===== src/rtl/mmio_interconnect.sv =====
// Single-master, N-slave memory-mapped interconnect with a registered request/ready
// handshake, per-transaction timeout, bus-error response and sticky error capture.
module mmio_interconnect #(
    parameter int NUM_SLAVES     = 4,
    parameter int ADDR_WIDTH     = 32,
    parameter int DATA_WIDTH     = 32,
    parameter logic [NUM_SLAVES*ADDR_WIDTH-1:0] SLAVE_BASE =
        {32'h0202_0000, 32'h0201_0000, 32'h0200_0000, 32'h1000_0000},
    parameter logic [NUM_SLAVES*ADDR_WIDTH-1:0] SLAVE_MASK =
        {32'hFFFF_0000, 32'hFFFF_0000, 32'hFFFF_0000, 32'hFFF0_0000},
    parameter int TIMEOUT_CYCLES = 16,
    parameter logic [DATA_WIDTH-1:0] ERR_DATA = DATA_WIDTH'(32'hDEAD_BEEF)
) (
    input  logic                             clk,
    input  logic                             rst,
    input  logic                             m_req,
    input  logic                             m_we,
    input  logic [ADDR_WIDTH-1:0]            m_addr,
    input  logic [DATA_WIDTH-1:0]            m_wdata,
    input  logic [DATA_WIDTH/8-1:0]          m_be,
    output logic [DATA_WIDTH-1:0]            m_rdata,
    output logic                             m_ready,
    output logic                             m_err,
    output logic                             m_busy,
    output logic [NUM_SLAVES-1:0]            s_req,
    output logic                             s_we,
    output logic [ADDR_WIDTH-1:0]            s_addr,
    output logic [DATA_WIDTH-1:0]            s_wdata,
    output logic [DATA_WIDTH/8-1:0]          s_be,
    input  logic [NUM_SLAVES*DATA_WIDTH-1:0] s_rdata,
    input  logic [NUM_SLAVES-1:0]            s_ready,
    input  logic                             err_clear,
    output logic                             err_valid,
    output logic [ADDR_WIDTH-1:0]            err_addr,
    output logic [15:0]                      err_count
);

    localparam int SEL_W = (NUM_SLAVES > 1) ? $clog2(NUM_SLAVES) : 1;
    localparam int CNT_W = $clog2(TIMEOUT_CYCLES);

    typedef enum logic [1:0] {IDLE, ACCESS, RESP} state_t;

    state_t              state;
    logic [SEL_W-1:0]    sel;
    logic [CNT_W-1:0]    cnt;
    logic                hit;
    logic [SEL_W-1:0]    hit_idx;
    logic                sel_ready;
    logic [DATA_WIDTH-1:0] sel_rdata;
    logic                timeout;
    logic                new_err;
    logic [ADDR_WIDTH-1:0] new_err_addr;

    // Scanning downward lets the lowest matching index overwrite any higher one.
    // NOTE: every always_comb output gets a default first so no latch is inferred.
    always_comb begin
        hit     = 1'b0;
        hit_idx = '0;
        for (int i = NUM_SLAVES - 1; i >= 0; i--) begin
            if ((m_addr & SLAVE_MASK[i*ADDR_WIDTH +: ADDR_WIDTH]) ==
                SLAVE_BASE[i*ADDR_WIDTH +: ADDR_WIDTH]) begin
                hit     = 1'b1;
                hit_idx = SEL_W'(i);
            end
        end
    end

    assign sel_ready    = s_ready[sel];
    assign sel_rdata    = s_rdata[int'(sel)*DATA_WIDTH +: DATA_WIDTH];
    assign timeout      = (cnt == CNT_W'(TIMEOUT_CYCLES - 1));
    assign new_err      = ((state == IDLE) && m_req && !hit) ||
                          ((state == ACCESS) && !sel_ready && timeout);
    assign new_err_addr = (state == IDLE) ? m_addr : s_addr;

    // NOTE: sequential state uses non-blocking assignments so all registers update together.
    always_ff @(posedge clk or posedge rst) begin
        if (rst) begin
            state   <= IDLE;
            sel     <= '0;
            cnt     <= '0;
            s_req   <= '0;
            s_we    <= 1'b0;
            s_addr  <= '0;
            s_wdata <= '0;
            s_be    <= '0;
            m_rdata <= '0;
            m_ready <= 1'b0;
            m_err   <= 1'b0;
            m_busy  <= 1'b0;
        end else begin
            m_ready <= 1'b0;
            case (state)
                IDLE: begin
                    if (m_req) begin
                        s_we    <= m_we;
                        s_addr  <= m_addr;
                        s_wdata <= m_wdata;
                        s_be    <= m_be;
                        sel     <= hit_idx;
                        cnt     <= '0;
                        m_busy  <= 1'b1;
                        if (hit) begin
                            s_req <= NUM_SLAVES'(1) << hit_idx;
                            state <= ACCESS;
                        end else begin
                            state   <= RESP;
                            m_ready <= 1'b1;
                            m_err   <= 1'b1;
                            m_rdata <= m_we ? '0 : ERR_DATA;
                        end
                    end
                end
                ACCESS: begin
                    cnt <= cnt + 1'b1;
                    if (sel_ready) begin
                        s_req   <= '0;
                        state   <= RESP;
                        m_ready <= 1'b1;
                        m_err   <= 1'b0;
                        m_rdata <= s_we ? '0 : sel_rdata;
                    end else if (timeout) begin
                        s_req   <= '0;
                        state   <= RESP;
                        m_ready <= 1'b1;
                        m_err   <= 1'b1;
                        m_rdata <= s_we ? '0 : ERR_DATA;
                    end
                end
                RESP: begin
                    state  <= IDLE;
                    m_busy <= 1'b0;
                end
                default: state <= IDLE;
            endcase
        end
    end

    // A new error outranks a simultaneous clear and reloads the captured address.
    always_ff @(posedge clk or posedge rst) begin
        if (rst) begin
            err_valid <= 1'b0;
            err_addr  <= '0;
            err_count <= '0;
        end else if (new_err) begin
            err_valid <= 1'b1;
            if (!err_valid || err_clear)
                err_addr <= new_err_addr;
            if (err_count != 16'hFFFF)
                err_count <= err_count + 16'd1;
        end else if (err_clear) begin
            err_valid <= 1'b0;
        end
    end

endmodule


===== config.mk =====
export PLATFORM = sky130hd
export DESIGN_NAME = mmio_interconnect
export DESIGN_NICKNAME = d
export VERILOG_FILES = /design/src/rtl/mmio_interconnect.sv
export SDC_FILE = /design/constraint.sdc
export NUM_CORES = 1
export LEC_CHECK = 0
export ABC_AREA = 1
export CAP_MARGIN = 20
export CORE_AREA = 4 4 139 141
export CTS_BUF_LIST = sky130_fd_sc_hd__clkbuf_8
export CTS_CLUSTER_DIAMETER = 80
export DETAILED_ROUTE_END_ITERATION = 8
export DIE_AREA = 0 0 143 145
export PLACE_DENSITY = 0.95
export SYNTH_ARGS = -nofsm -noshare
export SYNTH_HDL_FRONTEND = slang
export SYNTH_SLANG_ARGS = --single-unit

===== constraint.sdc =====
create_clock -name clk -period 7.8 [get_ports clk]
set_input_delay 1.17 -clock clk [delete_from_list [all_inputs] [get_ports clk]]
set_output_delay 1.17 -clock clk [all_outputs]
set_load 0.02 [all_outputs]

==> out/metrics.csv, run 1 <==
metric,value,unit
status,"finished, final reports clean",
FMAX,211,MHz
crit path time final,4.74,ns
Hold Path Class,flop to flop,
Arrival @ worst endpoint,5.06,ns
PwrDens,194,nW/µm²
synth warn,0,
root buffer cell,clkbuf_8,
Worst slew margin,28.0,%
vias in the first global route,8836,
#FFs+latches synth,165,
Psw,0.838,mW
Num CTS Buffers,17,
endpoint class of the critical path,flop,
first-pass GRT wire length,45.4,mm
worst slew pin tran,1.08,ns
hold path start,m_busy,
pre-CTS setup slack,2.71,ns
sequential fraction of the synthesis area,48.4,%
Boundary Pins,362,
number of core rows,49,
mean post-synth cell area,7.77,µm²
# fillers,1330,
"Cell Chain, Critical Path",nor2_4 -> nand2_2 -> buf_4 -> inv_2 -> buf_4 -> nand3_4 -> nand2_2 -> buf_4 -> nand2_2 -> nand2_1 -> nand2_1,
CTS Sinks,165,
async set-reset flop share out of synthesis,100,%
post-detail-place hpwl,20.6,mm
Post-Route WL,28.8,mm
length in cells of the worst reg-to-reg path,11,
routability-driven placement congestion ratio,0.920,
Comb power frac,31.6,%
internal power,1.60,mW
Leak,5.88,nW
CP max FO,85,
R2R Setup Slk,3.06,ns
clock power share,25.5,%
Flop pwr share,42.9,%
"top cells by area, synth","dfrtp_1 48%, nand2_1 19%, o21ai_0 5.8%",
clk buf depth,2,
FF-to-FF End,err_addr[10],
critical path type,flop to flop,
distinct cell type count after synthesis,33,
register area,4130,µm²
Switching Fraction,34.4,%
Worst path max stage delay,0.84,ns
CORE AREA,18000,µm²
final period utilization,60.8,%
Post-synth EDFFs,0,
setup TNS,0,ns
setup violators final,0,
Max Cap Violations,0,
Hold Crit Depth,2,
initial antenna violation count,0,
WP data required,8.11,ns
critical path startpoint,state[1],
worst-skew pair later-pin latency,0.45,ns
clock input transition at the sequential cells of the worst setup and hold paths,0.09,ns
Cells after Synth,1098,
Post-CTS Setup Bufs,0,
area grow syn2layout,47.4,%
PnR worst setup slack,3.06,ns
die extent in y,145,µm
WL per Instance,17.3,µm
Finished Core Util,70.0,%
Hold Buf Count CTS,0,
Peak VDD IR,131,µV
DIE AREA,20700,µm²
die width,143,µm
Post-DRT Antenna Nets,0,
Critical Path Source Type,flop,
GRT Total Usage,27.1,%
biggest area consumer among synthesized cells,dfrtp_1,
RSZ-0062 raised after global routing,no,
"Cell Area, Synth",8530,µm²
layout cells sized above 1,7.94,%
area of the multi-input gates,3930,µm²
DRT iter0 DRCs,697,
post-synthesis net count,1305,
final net count,1629,
"Slew Viols, Final",0,
RR Startpoint,state[1],
"Top FF cell, synth",dfrtp_1,
slowest CP cell,nor2_4,
Hold Fails Final Rpt,0,
DR vias/cell,5.35,
Post-route DRC,0,
post-cts resize count,0,
top cell type's share of synthesized area,48.4,%
First-pass DRT Iterations,6,
initial core utilization,47.5,%
ant diodes,0,
PortBufs,361,
CTS tree,built,
Max Clock Skew,0.0162,ns
pin count of the biggest net entering global routing,106,
H-tree depth,4,
hold endpoint,m_busy,
global route overflow,0,
Vias,8910,
## through the flow
step                total power, mW  std cells  area [µm²]  hold WS, ns
detailed placement             1.83       1632       12200        0.462
finish                         2.44       1664       12600        0.488
floorplan                      1.41       1098        8530        0.486
CTS                            2.45       1664       12600        0.487
global route                   2.55       1664       12600        0.503
global placement               1.81       1632       12200        0.455
## per-layer routing
layer  wire length (µm)  part of all wire (%)  GRT usage, %
met1              11100                    39          33.7
met2              13800                    48          43.8
met3               2800                   9.7          8.23
met4               1130                   3.9          11.0
met5                  0                     0             0
## cell usage in the layout (no fill, tap or decap), types with 2 or more instances in the layout
master | Yosys | layout
buf_4 | 0 | 9
clkbuf_8 | 0 | 17
clkdlybuf4s50_1 | 0 | 361
clkinvlp_4 | 0 | 3
dfrtp_1 | 165 | 165
ha_1 | 2 | 2
inv_1 | 26 | 25
inv_2 | 11 | 11
inv_6 | 0 | 7
inv_8 | 0 | 4
mux2_2 | 31 | 31
nand2_1 | 431 | 430
nand2_2 | 6 | 7
nand3_1 | 79 | 79
nand3_2 | 12 | 12
nand4_1 | 3 | 3
nor2_1 | 97 | 97
nor2_4 | 5 | 5
nor3_1 | 4 | 4
nor3_2 | 2 | 2
o21ai_0 | 99 | 99
o21ai_1 | 11 | 11
o22ai_1 | 32 | 32
xnor2_1 | 3 | 3
xor2_1 | 6 | 6
## power groups by stage
stage	sequential [mW]	combinational, mW	clock, mW
finish	1.04	0.770	0.622
global route	1.06	0.827	0.666
CTS	1.04	0.775	0.631
detailed placement	1.06	0.772	0
global placement	1.06	0.752	0
floorplan	1.18	0.232	0
## synth_stat cells, types with 2 or more instances
master	count
nand3_1	79
nor2_4	5
nor2_1	97
nor3_1	4
xor2_1	6
o22ai_1	32
nor3_2	2
inv_2	11
dfrtp_1	165
nand2_1	431
buf_1	4
ha_1	2
clkbuf_1	37
buf_8	3
buf_2	19
o21ai_1	11
mux2_2	31
xnor2_1	3
nand3_2	12
o21ai_0	99
nand4_1	3
nand2_2	6
inv_1	26
## critical path: cells and delay by family (launching register included)
kind,cells,cell delay (ns)
simple gates,7,2.47
buf+inv,4,1.58
flops,1,0.46
## flip-flops by register name, summed over array words and instances (netlist names)
signal     count
cnt            4
err_addr      32
err_count     16
err_valid      1
m_busy         1
m_err          1
m_rdata       32
m_ready        1
s_addr        32
s_be           4
s_req          4
s_wdata       32
s_we           1
sel            2
state          2
## area by class of cell
class                           count  area share (%)
Tap cell                          229            2.28
Clock buffer                       17            1.86
Sequential cell                   165            32.9
Timing Repair Buffer              370            29.3
Multi-Input combinational cell    830            31.3
Clock inverter                     15            1.23
Inverter                           38            1.19
## logic make-up after synthesis
family,after synthesis,share of synthesized area (%)
flops,165,48.4
xor+xnor,9,0.924
simple gates,642,31.4
buf+inv,103,5.52
fa+ha+maj,2,0.293
mux,31,4.09
compound gates,146,9.30
## worst max-delay path by stage
stage | end | slack, ns
floorplan | cnt[0] | 2.17
finish | err_addr[10] | 3.06
CTS | err_addr[10] | 3.07
detailed placement | err_addr[9] | 2.71
global route | err_addr[11] | 2.66
global placement | err_addr[21] | 2.81
Power figures use the tool's default switching activity.
==> run 2: changes to the inputs <==
--- a/config.mk
+++ b/config.mk
@@ -7,12 +7,12 @@
 export LEC_CHECK = 0
 export ABC_AREA = 1
 export CAP_MARGIN = 20
-export CORE_AREA = 4 4 139 141
+export CORE_AREA = 4 4 145 147
 export CTS_BUF_LIST = sky130_fd_sc_hd__clkbuf_8
 export CTS_CLUSTER_DIAMETER = 80
 export DETAILED_ROUTE_END_ITERATION = 8
-export DIE_AREA = 0 0 143 145
-export PLACE_DENSITY = 0.95
+export DIE_AREA = 0 0 149 151
+export PLACE_DENSITY = 0.88
 export SYNTH_ARGS = -nofsm -noshare
 export SYNTH_HDL_FRONTEND = slang
 export SYNTH_SLANG_ARGS = --single-unit
==> constraint.sdc (replaced) <==
create_clock -name clk -period 4.7 [get_ports clk]
set_input_delay 0.705 -clock clk [delete_from_list [all_inputs] [get_ports clk]]
set_output_delay 0.705 -clock clk [all_outputs]
set_load 0.02 [all_outputs]
==> out/metrics.csv, run 2 (synthesis gave the netlist of run 1 again) <==
metric,value,unit,change
Hold Fails Final Rpt,0,,unchanged
Boundary Pins,362,,unchanged
die width,149,µm,+4.2%
clk buf depth,2,,unchanged
Finished Core Util,63.9,%,-6.1 points
vias in the first global route,8727,,-1.2%
Worst path max stage delay,0.55,ns,-0.29 ns
GRT Total Usage,24.9,%,-2.2 points
CP max FO,57,,-33%
root buffer cell,clkbuf_8,,
worst slew pin tran,1.03,ns,-0.0428 ns
DIE AREA,22500,µm²,+8.5%
setup TNS,0,ns,unchanged
initial core utilization,42.8,%,-4.6 points
final net count,1631,,+0.12%
status,"finished, final reports clean",,
worst-skew pair later-pin latency,0.45,ns,about the same
initial antenna violation count,3,,+3
post-detail-place hpwl,20.7,mm,+0.50%
PwrDens,328,nW/µm²,+69%
Hold Path Class,flop to flop,,
CTS Sinks,165,,unchanged
"delay-heaviest family, CP",simple AND/OR/NAND/NOR gates,,
endpoint class of the critical path,flop,,
critical path type,input pin to flop,,
H-tree depth,4,,unchanged
Post-Route WL,28.7,mm,-0.23%
Num CTS Buffers,17,,unchanged
DR vias/cell,5.14,,-4.0%
PortBufs,361,,unchanged
DRT iter0 DRCs,549,,-21%
"Cell Chain, Critical Path",clkdlybuf4s50_1 -> inv_2 -> nand2_1 -> nor2_1 -> nand2_2 -> nor2_4 -> nor2_4 -> nand3_4 -> nand2_2 -> buf_4 -> nand2_2 -> nand2_1 -> nand2_1,,
internal power,2.83,mW,+77%
final period utilization,71.9,%,
"commonest non-fill, non-tap cell in the layout",nand2_1,,
pin count of the biggest net entering global routing,166,,+57%
slowest CP cell,buf_4,,
Max Cap Violations,0,,unchanged
post-cts resize count,0,,unchanged
Critical Path Source Type,input pin,,
# fillers,1642,,+23%
FMAX,296,MHz,
Vias,8785,,-1.4%
layout cells sized above 1,8.07,%,+0.13 points
most frequent cells in the layout,"430 x nand2_1, 361 x clkdlybuf4s50_1, 164 x dfrtp_1",,
Post-CTS Setup Bufs,0,,unchanged
first-pass GRT wire length,44.6,mm,-1.6%
clock input transition at the sequential cells of the worst setup and hold paths,0.09,ns,about the same
"Slew Viols, Final",0,,unchanged
Peak VDD IR,181,µV,+38%
Post-DRT Antenna Nets,0,,unchanged
Arrival @ worst endpoint,3.73,ns,-1.33 ns
WP buf/inv,3,,-1
Switching Fraction,32.0,%,-2.5 points
WP data required,5.04,ns,-3.07 ns
Psw,1.33,mW,+59%
Flop pwr share,41.5,%,-1.4 points
Comb power frac,30.8,%,-0.8 points
die extent in y,151,µm,+4.1%
setup violators final,0,,unchanged
RSZ-0062 raised after global routing,no,,
WL per Instance,16.8,µm,-2.9%
Hold Buf Count CTS,0,,unchanged
clock power share,27.7,%,+2.2 points
CTS tree,built,,
Post-route DRC,0,,unchanged
CORE AREA,19900,µm²,+11%
Worst slew margin,31.1,%,+3.0 points
Leak,5.92,nW,+0.68%
global route overflow,0,,unchanged
First-pass DRT Iterations,5,,-1
Max Clock Skew,0.0117,ns,-0.00445 ns
number of core rows,52,,+6.1%
area grow syn2layout,49.1,%,
crit path time final,3.38,ns,
routability-driven placement congestion ratio,0.845,,-8.1%
-- run 2: path summary, 6_finish.rpt --
path | from | end | slack [ns] | cells past startpoint
worst max-delay path | m_addr[30] | err_addr[0] | 1.32 | 13
worst min-delay path | err_addr[12] | err_addr[12] | 0.48 | 2
min in group asynchronous | rst | s_addr[21] | 0.87 | 3
max in group asynchronous | rst | s_addr[31] | 3.16 | 3
worst max register to register | sel[1] | err_addr[0] | 1.58 | 10
worst min register to register | err_addr[12] | err_addr[12] | 0.48 | 2
-- run 2: power groups by stage --
stage	logic, mW	clock network [mW]	registers, mW
global placement	1.26	0	1.75
global route	1.38	1.24	1.75
floorplan	0.386	0	1.96
finish	1.28	1.15	1.73
detailed placement	1.29	0	1.75
CTS	1.29	1.18	1.73
-- run 2: stage by stage --
stage	area, µm²	power (mW)	hold slack (ns)	cells	worst slack, ns
2_1_floorplan	8530	2.35	0.486	1098	1.90
3_3_place_gp	12300	3.01	0.455	1675	0.982
3_5_place_dp	12300	3.04	0.457	1675	0.841
4_1_cts	12700	4.21	0.479	1707	1.33
5_1_grt	12700	4.38	0.493	1709	1.02
6_report	12700	4.17	0.477	1709	1.32
-- run 2: cell type report --
type | count | area (µm²) | share of cell area [%]
Antenna cell | 2 | 5.00 | 0.0394
Clock buffer | 20 | 275 | 2.17
Clock inverter | 12 | 176 | 1.39
Inverter | 38 | 149 | 1.17
Multi-Input combinational cell | 830 | 3930 | 30.9
Sequential cell | 165 | 4130 | 32.5
Tap cell | 270 | 338 | 2.66
Timing Repair Buffer | 372 | 3710 | 29.2
-- run 2: worst reg2reg max path, cell delays in order (launching register included) --
cell and delay (ns):
dfrtp_1 0.36, buf_4 0.24, inv_2 0.48, nand3_1 0.24, nand2_1 0.14, nand2_1 0.09, nand2_2 0.07, buf_4 0.55
nand2_2 0.56, nand2_1 0.22, nand2_1 0.06
-- run 2: routing by layer --
layer	vias up	wire, µm	share of wire [%]	GRT usage, %
met1	4146	11300	39	30.1
met4	2	1060	3.7	11.3
met5	-	13	0.045	0
li1	4209	-	-	-
met3	70	2340	8.1	7.27
met2	358	14000	49	41.3
==> run 3: changes to the inputs <==
--- a/config.mk
+++ b/config.mk
@@ -7,12 +7,12 @@
 export LEC_CHECK = 0
 export ABC_AREA = 1
 export CAP_MARGIN = 20
-export CORE_AREA = 4 4 145 147
+export CORE_AREA = 4 4 152 154
 export CTS_BUF_LIST = sky130_fd_sc_hd__clkbuf_8
 export CTS_CLUSTER_DIAMETER = 80
 export DETAILED_ROUTE_END_ITERATION = 8
-export DIE_AREA = 0 0 149 151
-export PLACE_DENSITY = 0.88
+export DIE_AREA = 0 0 156 158
+export PLACE_DENSITY = 0.85
 export SYNTH_ARGS = -nofsm -noshare
 export SYNTH_HDL_FRONTEND = slang
 export SYNTH_SLANG_ARGS = --single-unit
==> constraint.sdc (replaced) <==
create_clock -name clk -period 2.8 [get_ports clk]
set_input_delay 0.42 -clock clk [delete_from_list [all_inputs] [get_ports clk]]
set_output_delay 0.42 -clock clk [all_outputs]
set_load 0.02 [all_outputs]
==> out/metrics.csv, run 3 (synthesis gave the netlist of run 1 again) <==
metric,value,unit,change
status,"finished, final reports clean",,
Num CTS Buffers,17,,unchanged
Pwr Total,6.91,mW,+66%
PnR worst setup slack,0.754,ns,-0.564 ns
Post-CTS Setup Bufs,0,,unchanged
pin count of the biggest net entering global routing,97,,-42%
ant diodes,0,,-2
length in cells of the worst reg-to-reg path,10,,unchanged
H-tree depth,4,,unchanged
WP data required,3.14,ns,-1.90 ns
pre-CTS setup slack,0.310,ns,-0.531 ns
most frequent cells in the layout,"430 x nand2_1, 361 x clkdlybuf4s50_1, 164 x dfrtp_1",,
FMAX,489,MHz,
RSZ-0062 raised after global routing,no,,
Max Cap Violations,0,,unchanged
setup violators final,0,,unchanged
DRT iter0 DRCs,580,,+5.6%
Hold Buf Count CTS,0,,unchanged
First-pass DRT Iterations,5,,unchanged
Boundary Pins,362,,unchanged
root buffer cell,clkbuf_8,,
post-detail-place hpwl,20.9,mm,+1.2%
layout cells sized above 1,8.71,%,+0.64 points
Arrival @ worst endpoint,2.39,ns,-1.34 ns
Inst Count DP,1695,,+1.2%
Crit path top cell by count,nand2_1,,
DR vias/cell,5.07,,-1.3%
final period utilization,73.1,%,
DIE AREA,24600,µm²,+9.6%
Hold Fails Final Rpt,0,,unchanged
"commonest non-fill, non-tap cell in the layout",nand2_1,,
slowest CP cell,dfrtp_2,,
final std cells w/o fill,1727,,+1.1%
PwrDens,540,nW/µm²,+65%
Worst path max stage delay,0.54,ns,about the same
final net count,1641,,+0.61%
Peak VDD IR,330,µV,+83%
die width,156,µm,+4.7%
critical path type,flop to flop,,
endpoint class of the critical path,flop,,
first-pass GRT wire length,45.1,mm,+1.1%
Post-Route WL,28.6,mm,-0.29%
CTS tree,built,,
worst slew pin tran,0.915,ns,-0.119 ns
Finished Core Util,59.0,%,-4.9 points
Post-route DRC,0,,unchanged
CORE AREA,21700,µm²,+8.9%
die extent in y,158,µm,+4.6%
WL per Instance,16.6,µm,-1.3%
clk buf depth,2,,unchanged
number of core rows,54,,+3.8%
Critical Path Source Type,flop,,
area grow syn2layout,50.1,%,
global route overflow,0,,unchanged
worst-skew pair later-pin latency,0.45,ns,about the same
vias in the first global route,8647,,-0.92%
post-cts resize count,0,,unchanged
Leak,5.96,nW,+0.73%
initial antenna violation count,0,,-3
routability-driven placement congestion ratio,0.882,,+4.3%
setup TNS,0,ns,unchanged
initial core utilization,39.3,%,-3.5 points
Post-DRT Antenna Nets,0,,unchanged
"Slew Viols, Final",0,,unchanged
Worst slew margin,38.9,%,+7.8 points
CTS Sinks,165,,unchanged
crit path time final,2.05,ns,
clock input transition at the sequential cells of the worst setup and hold paths,0.10,ns,about the same
"Cell Chain, Critical Path",inv_2 -> nand2_1 -> nand3_1 -> nand2_1 -> nand2_1 -> nand2_2 -> buf_4 -> nand2_1 -> nand2_1 -> nand2_1,,
PortBufs,361,,unchanged
GRT Total Usage,22.8,%,-2.1 points
R2R Setup Slk,0.75,ns,-0.83 ns
CP max FO,22,,-61%
Max Clock Skew,0.0170,ns,+0.00523 ns
Hold Path Class,input pin to async pin,,
Vias,8761,,-0.27%
[run 3: cell count changes in the layout (fill, tap and decap cells not counted), sizes merged]
| cell | delta |
|---|---|
| buf | +10 |
| bufinv | -1 |
| inv | +3 |
| clkbuf | -3 |
| clkinv | +1 |
| diode | -2 |
[run 3: path summary, 6_finish.rpt]
kind	end	startpoint
worst max-delay path	err_count[15]	sel[0]
worst min-delay path	err_addr[17]	rst
worst max register to register	err_count[15]	sel[0]
worst min register to register	err_addr[4]	err_addr[4]
max in group asynchronous	s_wdata[6]	rst
min in group clk	err_addr[4]	err_addr[4]
[run 3: report_power, final]
part | total (mW) | leakage [nW] | switching, mW | internal (mW)
Combinational | 2.16 | 3.67 | 1.12 | 1.05
Clock | 1.84 | 0.207 | 0.950 | 0.893
Sequential | 2.90 | 2.08 | 0.218 | 2.69
Total | 6.91 | 5.96 | 2.28 | 4.62
[run 3: worst max-delay path, delay by kind of cell, from the launching register on]
kind / cells / cell delay [ns]
buf+inv: 2 / 0.45
flops: 1 / 0.54
simple gates: 8 / 0.94
[run 3: layout make-up]
cell class / count / area [µm²]
Clock buffer: 17 / 234
Clock inverter: 15 / 180
Fill cell: 1835 / 8890
Inverter: 38 / 149
Multi-Input combinational cell: 830 / 3930
Sequential cell: 165 / 4130
Tap cell: 280 / 350
Timing Repair Buffer: 382 / 3820
[run 3: stage by stage]
| stage | hold WS, ns | area [µm²] |
|---|---|---|
| global placement | 0.454 | 12400 |
| floorplan | 0.486 | 8530 |
| global route | 0.265 | 12800 |
| finish | 0.276 | 12800 |
| detailed placement | 0.458 | 12400 |
| CTS | 0.245 | 12800 |
[run 3: metal layers]
layer | up-vias | wire length (µm) | track usage (%)
li1 | 4221 | - | -
met1 | 4172 | 11600 | 29.2
met2 | 317 | 14100 | 38.0
met3 | 51 | 2210 | 5.90
met4 | 0 | 692 | 7.34
met5 | - | 0 | 0
==> RTL change: new RTL, settings of run 2 <==
Register the output `err_count` once more, cleared by the reset; this adds one clock of latency there. The other outputs are not delayed to match.
--- a/src/rtl/mmio_interconnect.sv
+++ b/src/rtl/mmio_interconnect.sv
@@ -39,6 +39,8 @@
     localparam int CNT_W = $clog2(TIMEOUT_CYCLES);
 
     typedef enum logic [1:0] {IDLE, ACCESS, RESP} state_t;
+
+    logic [15:0] err_count_s0;
 
     state_t              state;
     logic [SEL_W-1:0]    sel;
@@ -140,17 +142,25 @@
         if (rst) begin
             err_valid <= 1'b0;
             err_addr  <= '0;
-            err_count <= '0;
+            err_count_s0 <= '0;
         end else if (new_err) begin
             err_valid <= 1'b1;
             if (!err_valid || err_clear)
                 err_addr <= new_err_addr;
-            if (err_count != 16'hFFFF)
-                err_count <= err_count + 16'd1;
+            if (err_count_s0 != 16'hFFFF)
+                err_count_s0 <= err_count_s0 + 16'd1;
         end else if (err_clear) begin
             err_valid <= 1'b0;
         end
     end
 
+    always_ff @(posedge clk or posedge rst) begin
+        if (rst) begin
+            err_count <= '0;
+        end else begin
+            err_count <= err_count_s0;
+        end
+    end
+
 endmodule
 
Formal check against the unedited RTL: not equivalent (Yosys sat finds a counterexample within 4 cycles, from zero or initial values and one cycle with rst high).
==> RTL change against run 2 <==
  * Core utilization up 0.99 points
  * Combinational power shrank 6%
  * Worst setup slack improved by 280 ps
  * Area after synthesis is 3.1% higher
  * First-iteration DRC count increased by 19%
  * Sequential cell count up 16
  * Routed wire length is 0.57% higher
  * Cell area is 1.6% higher
  * Register-to-register slack improved by 380 ps
  * Clock power decreased by 9.6%
  * Maximum frequency up 8.9%
  * Total power shrank 0.62%
  * Clock skew grew 13 ps
  * Critical path type unchanged
  * Largest cell class unchanged
  * Largest power group unchanged
  * Highest routed layer unchanged
==> RTL change: results (changes against run 2) <==
metric;value;unit;change
drive_above_1_share;4.47;%;-3.6 points
grt_pass1_vias;8944;;+2.5%
ys_seq_area_share;51.5;%;+3.1 points
cts-buffers-inserted;17;;unchanged
hp-start;err_count_s0[1]$_DFFE_PP0P_;;
dr.first_iter.drc_count;656;;+19%
cp-startpoint;m_addr[28];;
grt.total_usage;25.4;%;+0.51 points
whs;446;ps;-30.8 ps
drt_pass1_iterations;5;;unchanged
antenna_found_initial;1;;-2
dp_hpwl;21.1;mm;+1.9%
synth-xor-area-share;1.10;%;+0.17 points
arrival;3450;ps;-280 ps
synthCells;1142;;+4.0%
synth_fp_nets;1349;;+3.4%
ys_types;31;;-6.1%
grt_max_degree;77;;-54%
leakagePower;6.14;nW;+3.8%
regToRegEndpoint;err_addr[17]$_DFFE_PP0P_;;
hold_end;err_count[1]$_DFF_PP0_;;
n_fill_cell;1640;;-0.12%
holdCritPathClass;flop to flop;;
yosys-top-cells-count;387 x nand2_1, 181 x dfrtp_1, 124 x nor2_1, 116 x o21ai_0, 97 x nand3_1;;
final_cells;1747;;+2.2%
ys_top_cells_by_area;dfrtp_1 52%, nand2_1 17%, o21ai_0 6.6%;;
r2r_cells;8;;-2
synthMuxAreaShare;0;%;-4.1 points
port_buffers;361;;unchanged
swShare;33.0;%;+1.0 points
grt_first_pass_wirelength;45.5;mm;+1.9%
worst_hold_path.num_cells;0;;-2
status;completed;;
wl;28.9;mm;+0.57%
fin_skew;25.2;ps;+13.5 ps
via_per_inst;5.20;;+1.2%
num_antenna_cells;0;;-2
synth_compound_area_share;11.8;%;+2.5 points
slowest_stage;nand2_4;;
cp_max_fo;55;;-3.5%
regToRegStartpoint;state[1]$_DFFE_PP0P_;;
vdd_drop_max;0.251;mV;+39%
r2r_slack;1960;ps;+380 ps
place_congestion;0.910;;+7.7%
synthAdderAreaFrac;0.285;%;-0.0087 points
slew_headroom;43.6;%;+13 points
cpPeakStageDelay;640;ps;+90 ps
cts_resized;0;;unchanged
## RTL change: worst max path at each step
stage	end	slack, ps
final	err_addr[17]$_DFFE_PP0P_	1590
after global routing	err_addr[5]$_DFFE_PP0P_	1390
after CTS	err_addr[17]$_DFFE_PP0P_	1610
after detailed placement	err_addr[31]$_DFFE_PP0P_	1140
after global placement	err_addr[13]$_DFFE_PP0P_	1270
after floorplan	cnt[0]$_DFFE_PP0P_	1670
## RTL change: metal layers
layer	share of wire, %	wire length [um]	GRT usage (%)
met2	48	13900	41.5
met4	3.0	854	8.60
met3	9.5	2740	7.57
met5	0.045	13	0
met1	39	11400	32.4
## RTL change: kinds of logic (layout without fill, tap and decap cells)
| kind of cell | Yosys count | in the layout |
|---|---|---|
| buffers and inverters | 127 | 462 |
| adders and majority gates | 2 | 2 |
| AOI/OAI and AO/OA | 196 | 196 |
| DFF | 181 | 181 |
| xor gates and xnor gates | 11 | 11 |
| and+or+nand+nor | 625 | 625 |
## RTL change: power by group through the flow
stage | combinational (mW) | sequential [mW] | clock (mW)
2_1_floorplan | 0.323 | 2.14 | 0
3_3_place_gp | 1.18 | 1.92 | 0
3_5_place_dp | 1.21 | 1.93 | 0
4_1_cts | 1.21 | 1.90 | 1.06
5_1_grt | 1.30 | 1.93 | 1.13
6_report | 1.20 | 1.90 | 1.04
## RTL change: through the flow
step	worst slack, ps	area (um^2)
2_1_floorplan	1670	8790
3_3_place_gp	1270	12500
3_5_place_dp	1140	12500
4_1_cts	1610	12900
5_1_grt	1390	12900
6_report	1590	12900
## RTL change: layout make-up
type | count | area (um^2) | area share, %
flip-flops and latches | 181 | 4530 | 35.1
multi-input cells | 834 | 3740 | 28.9
repair buffers | 373 | 3700 | 28.7
well taps | 270 | 338 | 2.62
clock buffers | 17 | 234 | 1.81
inverters | 57 | 218 | 1.69
clock inverters | 15 | 150 | 1.16
## RTL change: worst max-delay path: cells and delay by family
family / cells / cell delay [ps]
buf+inv: 1 / 520
compound gates: 1 / 240
simple gates: 8 / 1950
